--- config.mk ---
export PLATFORM = sky130hd
export DESIGN_NAME = uart_rx_framer
export DESIGN_NICKNAME = d
export VERILOG_FILES = /design/src/rtl/uart_rx_framer.sv
export SDC_FILE = /design/constraint.sdc
export NUM_CORES = 1
export LEC_CHECK = 0
export BUFFER_PORTS_ARGS = -buffer_cell sky130_fd_sc_hd__clkbuf_2
export CELL_PAD_IN_SITES_DETAIL_PLACEMENT = 2
export CELL_PAD_IN_SITES_GLOBAL_PLACEMENT = 2
export CORE_ASPECT_RATIO = 0.7
export CORE_UTILIZATION = 38
export CTS_BUF_LIST = sky130_fd_sc_hd__clkbuf_8
export DETAILED_ROUTE_END_ITERATION = 6
export HOLD_SLACK_MARGIN = 0.08
export PLACE_DENSITY = 0.73
export SETUP_SLACK_MARGIN = 0.15
export SYNTH_ARGS = -nofsm -noshare
export SYNTH_HDL_FRONTEND = slang
export SYNTH_SLANG_ARGS = --single-unit
--- constraint.sdc ---
create_clock -name clk -period 1.7 [get_ports clk]
set_input_delay 0.085 -clock clk [delete_from_list [all_inputs] [get_ports clk]]
set_output_delay 0.085 -clock clk [all_outputs]
set_load 0.02 [all_outputs]
--- src/rtl/uart_rx_framer.sv ---
// 8N1 UART receiver: synchronizes the line, frames bytes LSB first, and hands them to a
// valid/ready consumer with one-cycle frame_err and overrun pulses.
module uart_rx_framer #(
    parameter int CLKS_PER_BIT = 434
) (
    input  logic       clk,
    input  logic       rst_n,
    input  logic       uart_rx,
    output logic [7:0] rx_data,
    output logic       rx_valid,
    input  logic       rx_ready,
    output logic       frame_err,
    output logic       overrun,
    output logic       busy
);

    localparam int CNT_W = (CLKS_PER_BIT > 1) ? $clog2(CLKS_PER_BIT) : 1;
    localparam logic [CNT_W-1:0] HALF_LAST = CNT_W'(CLKS_PER_BIT / 2 - 1);
    localparam logic [CNT_W-1:0] BIT_LAST  = CNT_W'(CLKS_PER_BIT - 1);

    typedef enum logic [2:0] {
        ST_IDLE,
        ST_START,
        ST_DATA,
        ST_STOP,
        ST_BREAK
    } state_t;

    state_t           state_q, state_d;
    logic [CNT_W-1:0] cnt_q, cnt_d;
    logic [2:0]       idx_q, idx_d;
    logic [7:0]       shift_q, shift_d;
    logic [7:0]       rx_data_q, rx_data_d;
    logic             rx_valid_q, rx_valid_d;
    logic             frame_err_q, frame_err_d;
    logic             overrun_q, overrun_d;
    logic             sync1_q, sync1_d;
    logic             rx_s_q, rx_s_d;
    logic [1:0]       settle_q, settle_d;
    logic             armed_q, armed_d;
    logic             complete;

    // NOTE: every combinational output gets a default first so no path can infer a latch.
    always_comb begin
        state_d     = state_q;
        cnt_d       = cnt_q;
        idx_d       = idx_q;
        shift_d     = shift_q;
        rx_data_d   = rx_data_q;
        rx_valid_d  = rx_valid_q;
        frame_err_d = 1'b0;
        overrun_d   = 1'b0;
        complete    = 1'b0;
        sync1_d     = uart_rx;
        rx_s_d      = sync1_q;

        // The synchronizer resets to 1, so only arm once rx_s carries a real line sample:
        // a line already low when reset lifts must not be mistaken for a start bit.
        settle_d = {settle_q[0], 1'b1};
        armed_d  = armed_q | (settle_q[1] & rx_s_q);

        unique case (state_q)
            ST_IDLE: begin
                cnt_d = '0;
                if (armed_q && !rx_s_q) state_d = ST_START;
            end
            ST_START: begin
                if (cnt_q == HALF_LAST) begin
                    cnt_d   = '0;
                    state_d = rx_s_q ? ST_IDLE : ST_DATA;
                end else begin
                    cnt_d = cnt_q + CNT_W'(1);
                end
            end
            ST_DATA: begin
                if (cnt_q == BIT_LAST) begin
                    cnt_d   = '0;
                    shift_d = {rx_s_q, shift_q[7:1]};
                    idx_d   = idx_q + 3'd1;
                    if (idx_q == 3'd7) state_d = ST_STOP;
                end else begin
                    cnt_d = cnt_q + CNT_W'(1);
                end
            end
            ST_STOP: begin
                if (cnt_q == BIT_LAST) begin
                    cnt_d = '0;
                    if (rx_s_q) begin
                        complete = 1'b1;
                        state_d  = ST_IDLE;
                    end else begin
                        frame_err_d = 1'b1;
                        state_d     = ST_BREAK;
                    end
                end else begin
                    cnt_d = cnt_q + CNT_W'(1);
                end
            end
            ST_BREAK: begin
                if (rx_s_q) state_d = ST_IDLE;
            end
            default: state_d = ST_IDLE;
        endcase

        // A handshake in the completion cycle frees the holding register for the new byte.
        if (complete) begin
            if (!rx_valid_q || rx_ready) begin
                rx_data_d  = shift_q;
                rx_valid_d = 1'b1;
            end else begin
                overrun_d = 1'b1;
            end
        end else if (rx_valid_q && rx_ready) begin
            rx_valid_d = 1'b0;
        end
    end

    // NOTE: state registers use non-blocking assignments so every flop samples pre-edge values.
    always_ff @(posedge clk or negedge rst_n) begin
        if (!rst_n) begin
            state_q     <= ST_IDLE;
            cnt_q       <= '0;
            idx_q       <= '0;
            shift_q     <= '0;
            rx_data_q   <= '0;
            rx_valid_q  <= 1'b0;
            frame_err_q <= 1'b0;
            overrun_q   <= 1'b0;
            sync1_q     <= 1'b1;
            rx_s_q      <= 1'b1;
            settle_q    <= '0;
            armed_q     <= 1'b0;
        end else begin
            state_q     <= state_d;
            cnt_q       <= cnt_d;
            idx_q       <= idx_d;
            shift_q     <= shift_d;
            rx_data_q   <= rx_data_d;
            rx_valid_q  <= rx_valid_d;
            frame_err_q <= frame_err_d;
            overrun_q   <= overrun_d;
            sync1_q     <= sync1_d;
            rx_s_q      <= rx_s_d;
            settle_q    <= settle_d;
            armed_q     <= armed_d;
        end
    end

    assign rx_data   = rx_data_q;
    assign rx_valid  = rx_valid_q;
    assign frame_err = frame_err_q;
    assign overrun   = overrun_q;
    assign busy      = (state_q != ST_IDLE);

endmodule

==> impl_metrics.py <==
metrics = {
    "clocking": {
        "ctsRootBufferMaster": "clkbuf_8",
        "clock_path_buffers": 2,
        "cts_inserted_buffers": 5,
        "tritoncts": "done",
        "clkLatencyLatePin_ns": 0.30,
        "clk_pin_slew_worst_paths_ns": 0.08,
        "cts_sinks": 39,
        "htreeDepth": 2,
    },
    "placed_design": {
        "post_dp_cell_area_sq_um": 2070,
        "portBuffers": 15,
        "hpwl_um": 3160,
        "gp_congestion": 0.740,
        "preCtsSetupSlack_ns": -0.161,
    },
    "worst_setup_path": {
        "critPathRequiredTime_ns": 1.89,
        "rr_startpoint": "cnt_q[1]",
        "cp-start-kind": "flop",
        "r2r_slack_ns": -0.17,
        "slowest_stage": "dfrtp_1",
        "arrival_ns": 2.06,
        "r2r-end": "cnt_q[5]",
        "critical_path_class": "reg2reg",
        "crit_buf_inv": 3,
        "r2r_cells": 8,
        "critical_path.cell_chain": "inv_2, buf_6, ha_4, nor4bb_4, a211oi_4, a211oi_2, buf_4, nor2_1",
        "cpPeakStageDelay_ns": 0.41,
        "crit_fanout": 4,
        "cp-end-kind": "flop",
        "path_delay_family": "compound AO/OA/AOI/OAI gates",
    },
    "synth": {
        "synth.mux.area_fraction": 0.132,
        "synth-warning-count": 0,
        "synth_top_family_by_area": "simple AND/OR/NAND/NOR gates",
        "synth_seq_area_share": 0.545,
        "ys_ff_latch": 39,
        "synthCells": 142,
        "synth_nets": 151,
        "avgSynthCellArea_sq_um": 12.7,
        "synth-simple-area-share": 0.160,
        "synth-adder-area-share": 0.0348,
        "mappedNetlistArea_sq_um": 1800,
        "synthFlopType": "dfrtp_1",
        "synth-compound-area-share": 0.0689,
        "synth.distinct_cells": 38,
        "synth_xor_area_frac": 0.0244,
        "synth_enable_flop_cells": 0,
        "async_flop_share": 1.00,
    },
    "route": {
        "post_drt_wl_per_cell_um": 23.5,
        "drt_iter0_drc": 78,
        "routed_wl_um": 5640,
        "firstDrtPassIters": 6,
        "drc_errors": 2,
        "viasPerCell": 5.49,
        "vias": 1318,
        "ant_nets": 0,
    },
    "timing": {
        "finalHoldViolCount": 0,
        "post-route-min-period_ns": 1.87,
        "slew_viol_final": 0,
        "fin_ws_ns": -0.168,
        "setup_tns_ns": -2.98,
        "max_freq_mhz": 535,
        "setup_viol": 27,
        "rsz0062_at_grt": "true",
        "fin_crit_sh": 1.10,
        "fin_skew_ns": 0.0101,
    },
    "layout": {
        "nNetsFinal": 193,
        "design_area_sq_um": 2380,
        "drive_gt1_frac": 0.476,
        "antenna_cells": 0,
        "mostFrequentLayoutCell": "dfrtp_1",
        "final_cell_mix": "dfrtp_1, buf_4, mux2_4",
        "synthToLayoutAreaGrowth_pct": 32.2,
        "post-route-util": 0.536,
    },
    "floorplanning": {
        "die_x_um": 84.2,
        "coreArea_sq_um": 4430,
        "io_pins": 16,
        "fp-row-count": 20,
        "die_area_sq_um": 5010,
        "die_h_um": 59.5,
        "start_util": 0.406,
    },
    "global_routing": {
        "grt.total_usage": 0.244,
        "grt_pass1_wl_um": 8620,
        "grt_pass1_vias": 1501,
        "grt_max_degree": 40,
        "antenna_found_initial": 0,
        "grt-ovfl-total": 0,
    },
    "job": {
        "maxCapViolations": 0,
    },
    "power_and_ir_drop": {
        "power.density_nw_per_um2": 1190,
        "vdd_drop_max_mv": 0.572,
        "p_leak_nw": 1.13,
    },
    "hold_path": {
        "min-delay-start": "rx_ready",
        "holdPathStages": 3,
        "hold_end": "overrun",
        "hp-class": "in2reg",
    },
    "status": {
        "status": "finished with violations",
        "failed_checks": "design-rule violations, negative setup slack",
    },
}
[repair_timing]
item,in CTS,in global routing
endpoints found under the hold margin,38,0
hold buffers,2,0
resized for setup,25,11
buffers inserted,2,1
endpoints found under the setup margin,31,32
pin swaps,10,4
[report_power, final]
group          leakage [nW]  switching, W  internal, W
Combinational         0.554      0.000490     0.000400
Sequential            0.518      0.000102     0.000995
Clock                0.0612      0.000359     0.000476
[cell type report]
cell class / instances / area [sq um]
fillers: 419 / 2050
clock inverters: 2 / 35.0
repair buffers: 40 / 304
multi-input cells: 94 / 891
inverters: 4 / 15.0
flip-flops and latches: 39 / 980
well taps: 55 / 68.8
clock buffers: 6 / 82.6
[cell usage after synthesis, drive strengths merged (2+ instances only)]
| library cell | n | share of area |
|---|---|---|
| a211oi | 2 | 0.014 |
| a21oi | 5 | 0.016 |
| buf | 4 | 0.023 |
| dfrtp | 37 | 0.52 |
| dfstp | 2 | 0.029 |
| ha | 5 | 0.035 |
| inv | 4 | 0.0084 |
| mux2 | 18 | 0.13 |
| nand2 | 10 | 0.021 |
| nand2b | 3 | 0.010 |
| nand3 | 5 | 0.019 |
| nor2 | 10 | 0.021 |
| nor2b | 2 | 0.011 |
| nor3 | 6 | 0.017 |
| nor4 | 3 | 0.019 |
| o21ai | 6 | 0.017 |
| or3 | 2 | 0.0070 |
| xnor2 | 5 | 0.024 |
[routing by layer]
metal / GRT usage / share of wire / vias up
li1: - / - / 579
met1: 0.296 / 0.44 / 681
met2: 0.429 / 0.49 / 43
met3: 0.0515 / 0.035 / 15
met4: 0.108 / 0.032 / 0
met5: 0 / 0 / -
[metrics by stage]
stage | hold slack [ns] | total power, W | instances
after floorplan | -0.211 | 0.00140 | 142
after global placement | 0.153 | 0.00164 | 227
after detailed placement | 0.174 | 0.00170 | 227
after CTS | 0.121 | 0.00265 | 239
after global routing | 0.157 | 0.00292 | 240
final | 0.128 | 0.00282 | 240
[worst max path at each step]
stage / from / end / depth (start not counted)
finish: cnt_q[1] / cnt_q[5] / 8
global placement: cnt_q[1] / rx_data[0] / 7
floorplan: cnt_q[1] / rx_data[0] / 7
detailed placement: cnt_q[1] / rx_data[5] / 7
CTS: cnt_q[1] / rx_data[5] / 7
global route: cnt_q[1] / cnt_q[8] / 8
[worst reg2reg max path, stage by stage, from the launching register on]
cell      delay (ns)
dfrtp_1         0.41
inv_2           0.09
buf_6           0.11
ha_4            0.13
nor4bb_4        0.32
a211oi_4        0.15
a211oi_2        0.31
buf_4           0.20
nor2_1          0.05
[sequential cells by signal, summed over array words and instances (netlist names)]
name	flops
cnt_q	9
rx_data	8
shift_q	8
idx_q	3
state_q	3
settle_q	2
armed_q	1
frame_err	1
overrun	1
rx_s_d	1
rx_s_q	1
rx_valid	1
[cell families (layout without fill, tap and decap cells)]
kind of cell / count (synthesis) / count (layout)
simple gates: 47 / 47
flops: 39 / 39
compound gates: 18 / 18
mux: 18 / 18
buf+inv: 9 / 52
fa+ha+maj: 5 / 5
xor+xnor: 5 / 5
other cells: 1 / 1
Power figures use the tool's default switching activity.
